### src/rtl/karatsuba_pipe.sv
`default_nettype none
// ============================================================================
// Module      : karatsuba_pipe
// Description : 3-stage pipelined N x N -> 2N Karatsuba multiplier with
//               valid/ready handshakes and per-beat approximate (truncated)
//               mode. Optional perf counters: define KARATSUBA_PERF_CNT_EN.
// Revision    : 1.0 - initial release
// ============================================================================
module karatsuba_pipe #(
    parameter int N = 32,
    parameter int T = 8
) (
    input  logic           clk,
    input  logic           rst,
    input  logic           in_valid,
    output logic           in_ready,
    input  logic [N-1:0]   in_a,
    input  logic [N-1:0]   in_b,
    input  logic           in_approx,
    output logic           out_valid,
    input  logic           out_ready,
    output logic [2*N-1:0] out_p,
    output logic           out_approx
`ifdef KARATSUBA_PERF_CNT_EN
    ,
    output logic [31:0]    perf_total,
    output logic [31:0]    perf_approx
`endif
);

    localparam int K = N / 2;
    localparam logic [N-1:0] c_trunc_mask = ~((N'(1) << T) - N'(1));

    generate
        if ((N % 2) != 0 || N < 8 || T < 0 || T > N / 2) begin : g_bad_params
            $error("karatsuba_pipe: N must be even and >= 8, and 0 <= T <= N/2");
        end
    endgenerate

    logic           w_stall;
    logic [N-1:0]   w_a;
    logic [N-1:0]   w_b;

    logic           r1_valid;
    logic           r1_approx;
    logic [K-1:0]   r1_ah, r1_al, r1_bh, r1_bl;
    logic [K:0]     r1_s1, r1_s2;

    logic           r2_valid;
    logic           r2_approx;
    logic [2*K-1:0] r2_m1, r2_m2;
    logic [2*K+1:0] r2_m3;

    logic [2*K+1:0] w_m6;
    logic [2*N-1:0] w_p;

    assign w_stall  = out_valid & ~out_ready;
    assign in_ready = ~w_stall;

    assign w_a = in_approx ? (in_a & c_trunc_mask) : in_a;
    assign w_b = in_approx ? (in_b & c_trunc_mask) : in_b;

    // Middle term is non-negative by construction, so plain modular subtraction is exact.
    assign w_m6 = r2_m3 - (2*K+2)'(r2_m1) - (2*K+2)'(r2_m2);
    assign w_p  = {r2_m1, {N{1'b0}}} + ((2*N)'(w_m6) << K) + (2*N)'(r2_m2);

    always_ff @(posedge clk) begin
        if (rst) begin
            r1_valid   <= 1'b0;
            r2_valid   <= 1'b0;
            out_valid  <= 1'b0;
            out_p      <= '0;
            out_approx <= 1'b0;
        end else if (!w_stall) begin
            r1_valid   <= in_valid;
            r2_valid   <= r1_valid;
            out_valid  <= r2_valid;
            out_p      <= w_p;
            out_approx <= r2_approx;
        end
    end

    // Datapath registers carry no reset; they are qualified by the valid bits.
    always_ff @(posedge clk) begin
        if (!w_stall) begin
            r1_ah     <= w_a[N-1:K];
            r1_al     <= w_a[K-1:0];
            r1_bh     <= w_b[N-1:K];
            r1_bl     <= w_b[K-1:0];
            r1_s1     <= {1'b0, w_a[N-1:K]} + {1'b0, w_a[K-1:0]};
            r1_s2     <= {1'b0, w_b[N-1:K]} + {1'b0, w_b[K-1:0]};
            r1_approx <= in_approx;

            r2_m1     <= (2*K)'(r1_ah) * (2*K)'(r1_bh);
            r2_m2     <= (2*K)'(r1_al) * (2*K)'(r1_bl);
            r2_m3     <= (2*K+2)'(r1_s1) * (2*K+2)'(r1_s2);
            r2_approx <= r1_approx;
        end
    end

`ifdef KARATSUBA_PERF_CNT_EN
    always_ff @(posedge clk) begin
        if (rst) begin
            perf_total  <= '0;
            perf_approx <= '0;
        end else if (out_valid && out_ready) begin
            if (perf_total != 32'hFFFF_FFFF) begin
                perf_total <= perf_total + 32'd1;
            end
            if (out_approx && perf_approx != 32'hFFFF_FFFF) begin
                perf_approx <= perf_approx + 32'd1;
            end
        end
    end
`endif

endmodule
`default_nettype wire

### config.mk
export PLATFORM = sky130hd
export DESIGN_NAME = karatsuba_pipe
export DESIGN_NICKNAME = d
export VERILOG_FILES = /design/src/rtl/karatsuba_pipe.sv
export SDC_FILE = /design/constraint.sdc
export NUM_CORES = 2
export LEC_CHECK = 0
export CAP_MARGIN = 20
export CORE_ASPECT_RATIO = 1.4
export CORE_MARGIN = 2
export CORE_UTILIZATION = 58
export CTS_CLUSTER_DIAMETER = 80
export DETAILED_ROUTE_END_ITERATION = 10
export MAX_ROUTING_LAYER = met4
export PLACE_DENSITY = 0.79
export SLEW_MARGIN = 10
export SYNTH_ARGS = -nofsm -noshare
export SYNTH_HDL_FRONTEND = slang
export SYNTH_SLANG_ARGS = --single-unit
### constraint.sdc
create_clock -name clk -period 8.89 [get_ports clk]
set_input_delay 1.3335 -clock clk [delete_from_list [all_inputs] [get_ports clk]]
set_output_delay 1.3335 -clock clk [all_outputs]
set_load 0.01 [all_outputs]
==> impl_metrics.json <==
{
  "setup_viol": 0,
  "rr_endpoint": "r2_m3[33]$_DFFE_PN_",
  "crit_end": "r2_m3[33]$_DFFE_PN_",
  "cts_sinks": 266,
  "cts_made_buffers": 30,
  "fin_tns_setup_ns": 0,
  "num_io_pins": 136,
  "drt-total-wl_um": 109000,
  "die_w_um": 227,
  "drt_first_pass_iters": 6,
  "outcome": "complete, no violations",
  "htree_levels": 1,
  "layout-drive-gt1-share_pct": 1.88,
  "max_slew_margin_pct": 11.7,
  "cp_max_fo": 17,
  "use_met2_pct": 52.8,
  "synth_edf_count": 198,
  "cts_setup_buffers": 0,
  "use_met3_pct": 3.90,
  "grt_pass1_vias": 31800,
  "cpMaxStageDelayCell": "edfxtp_1",
  "grt_pass1_wl_um": 171000,
  "vias": 30200,
  "ant_nets": 0,
  "cts_tree": "done",
  "critPathBufInv": 3,
  "cts_resized": 0,
  "slowest_delay_ns": 0.78,
  "die-height_um": 317,
  "r2r_slack_ns": 2.00,
  "yosysSeqAreaShare_pct": 18.0,
  "cpMostUsedCell": "fa_1",
  "hold_path_class": "reg -> reg",
  "layout_commonest_cell": "inv_1",
  "track_usage_pct": 31.9,
  "regToRegStartpoint": "r1_s1[11]$_DFFE_PN_",
  "via_per_inst": 5.70,
  "cp_data_arrival_time_ns": 7.21,
  "syn_area_um2": 40500,
  "worst_pin_slew_ns": 1.32,
  "drv_cap": 0,
  "fin_crit_sh_pct": 77.5,
  "clock_path_buffers": 3,
  "ys.flop_type": "edfxtp_1",
  "fmax_ghz": 0.145,
  "rsz0062_at_grt": "no",
  "drv_slew": 0,
  "drc_errors": 0,
  "synth_top_area_share_pct": 32.0,
  "grt_max_degree": 177,
  "cp_top_family": "adder cells",
  "cp-start-kind": "flip-flop",
  "core-area_um2": 69000,
  "synthCells": 4315,
  "rows": 114,
  "clockRootBuffer": "clkbuf_16",
  "hold_violations": 0,
  "antenna_found_initial": 1,
  "nets": 5481,
  "drt_iter0_drc": 2104,
  "yosysWarningCount": 0,
  "period_needed_ns": 6.89,
  "wire_per_inst_um": 20.5,
  "die_area_um2": 72000,
  "cp-end-kind": "flip-flop",
  "place_congestion": 0.973,
  "area_growth_pct": 7.77,
  "synthDistinctLibCells": 79,
  "syn_avg_cell_area_um2": 9.39,
  "final_cell_mix": "804 x inv_1, 647 x fa_1, 620 x nand2_1",
  "synth-seq-cells": 266,
  "path_depth": 20,
  "synth_nets": 5448,
  "finClkSkew_ns": 0.0156,
  "yosysTopAreaCell": "fa_1",
  "io_buffers": 135,
  "worstPathCellList": "nand2_1 -> fa_1 -> fa_1 -> fa_1 -> inv_1 -> fa_1 -> fa_1 -> inv_1 -> fa_1 -> inv_1 -> ha_1 -> a21o_1 -> a211o_1 -> a21oi_1 -> o211ai_1 -> a2111oi_2 -> o41ai_2 -> a31oi_1 -> o21ai_1 -> xnor2_1",
  "synth_async_sr_flop_share_pct": 0,
  "globalRoute.busiestLayer": "met2",
  "synth_area_leaders": "fa_1 32%, edfxtp_1 15%, ha_1 13%, inv_1 7.5%, and2_1 5.8%",
  "fillers": 5816,
  "reg2regPathDepth": 20,
  "grt_util_met1_pct": 38.0,
  "crit_start": "r1_s1[11]$_DFFE_PN_",
  "ctsHoldBuffers": 0,
  "dp_hpwl_um": 88400,
  "layout.area.seq_um2": 7310,
  "multi_input_comb_area_um2": 29600,
  "path_clk_slew_ns": 0.06,
  "start_util_pct": 58.7,
  "path_class": "reg -> reg",
  "grt_overflow": 0,
  "clkLatencyLatePin_ns": 0.60,
  "required_ns": 9.21
}
layout make-up:
cell class / count / area share (%)
diodes: 1 / 0.00573
inverters: 806 / 6.95
clock buffers: 38 / 1.98
well taps: 928 / 2.66
repair buffers: 141 / 3.22
multi-input cells: 3103 / 67.9
flip-flops and latches: 266 / 16.7
clock inverters: 18 / 0.539
flip-flops by register name, indices dropped and copies added (netlist names):
| name | cells |
|---|---|
| r2_m1 | 32 |
| out_p | 64 |
| r2_valid | 1 |
| r1_s2 | 17 |
| r1_ah | 16 |
| out_valid | 1 |
| r1_bh | 16 |
| r2_approx | 1 |
| r2_m3 | 34 |
| r1_valid | 1 |
| r2_m2 | 32 |
| r1_s1 | 17 |
| r1_al | 16 |
| out_approx | 1 |
| r1_approx | 1 |
| r1_bl | 16 |
per-layer routing:
metal | wire length, um | vias up
met3 | 6760 | 329
met2 | 53200 | 1151
met4 | 7290 | 0
met5 | 0 | -
li1 | - | 13700
met1 | 41400 | 15000
worst register-to-register path, stage by stage (launching register included):
cell	delay (ns)
edfxtp_1	0.78
nand2_1	0.18
fa_1	0.54
fa_1	0.48
fa_1	0.55
inv_1	0.05
fa_1	0.49
fa_1	0.51
inv_1	0.06
fa_1	0.47
inv_1	0.04
ha_1	0.33
a21o_1	0.18
a211o_1	0.28
a21oi_1	0.19
o211ai_1	0.21
a2111oi_2	0.53
o41ai_2	0.19
a31oi_1	0.29
o21ai_1	0.13
xnor2_1	0.14
worst min-delay path by stage:
stage | start | end | cells past startpoint
after detailed placement | r1_approx$_DFFE_PN_ | r2_approx$_DFFE_PN_ | 0
final | r1_approx$_DFFE_PN_ | r2_approx$_DFFE_PN_ | 0
after floorplan | r1_approx$_DFFE_PN_ | r2_approx$_DFFE_PN_ | 0
after CTS | r1_approx$_DFFE_PN_ | r2_approx$_DFFE_PN_ | 0
after global routing | r1_approx$_DFFE_PN_ | r2_approx$_DFFE_PN_ | 0
after global placement | r1_approx$_DFFE_PN_ | r2_approx$_DFFE_PN_ | 0
cell usage after synthesis (all sizes together), types with 7 or more instances:
| library cell | n |
|---|---|
| xnor2 | 125 |
| inv | 806 |
| o21bai | 26 |
| a311o | 7 |
| fa | 647 |
| nand2b | 21 |
| or3 | 15 |
| and3 | 21 |
| nor2 | 97 |
| o21a | 18 |
| nand3 | 45 |
| xor2 | 42 |
| nand4 | 13 |
| nor2b | 36 |
| buf | 10 |
| o211ai | 9 |
| nand2 | 620 |
| dfxtp | 68 |
| and2 | 376 |
| o31a | 7 |
| nor3 | 46 |
| o31ai | 10 |
| a211oi | 25 |
| edfxtp | 198 |
| a21oi | 189 |
| clkbuf | 130 |
| a21o | 69 |
| ha | 417 |
| a31oi | 21 |
| o21ai | 106 |
cells by family after synthesis:
kind of cell	count (synthesis)	synth area share, %
adder cells (fa/ha/maj)	1064	44.9
AO/OA/AOI/OAI	551	8.88
flip-flops	266	18.0
multiplexers	3	0.0741
XOR/XNOR	167	3.61
buffers and inverters	946	8.79
AND/OR/NAND/NOR	1318	15.7
per-stage QoR:
step	utilization [%]	instances	area (um2)	hold slack [ns]	setup WS [ns]
floorplan	-	4315	40500	0.400	0.177
global placement	61.6	5244	42600	0.406	2.31
detailed placement	61.6	5244	42600	0.421	2.07
CTS	63.2	5300	43700	0.441	2.02
global route	63.2	5301	43700	0.455	1.75
finish	63.2	5301	43700	0.435	2.00
Power is left out: the tool's default activity adds up to more than one toggle a clock period on the data nets, which glitch-free logic cannot reach.
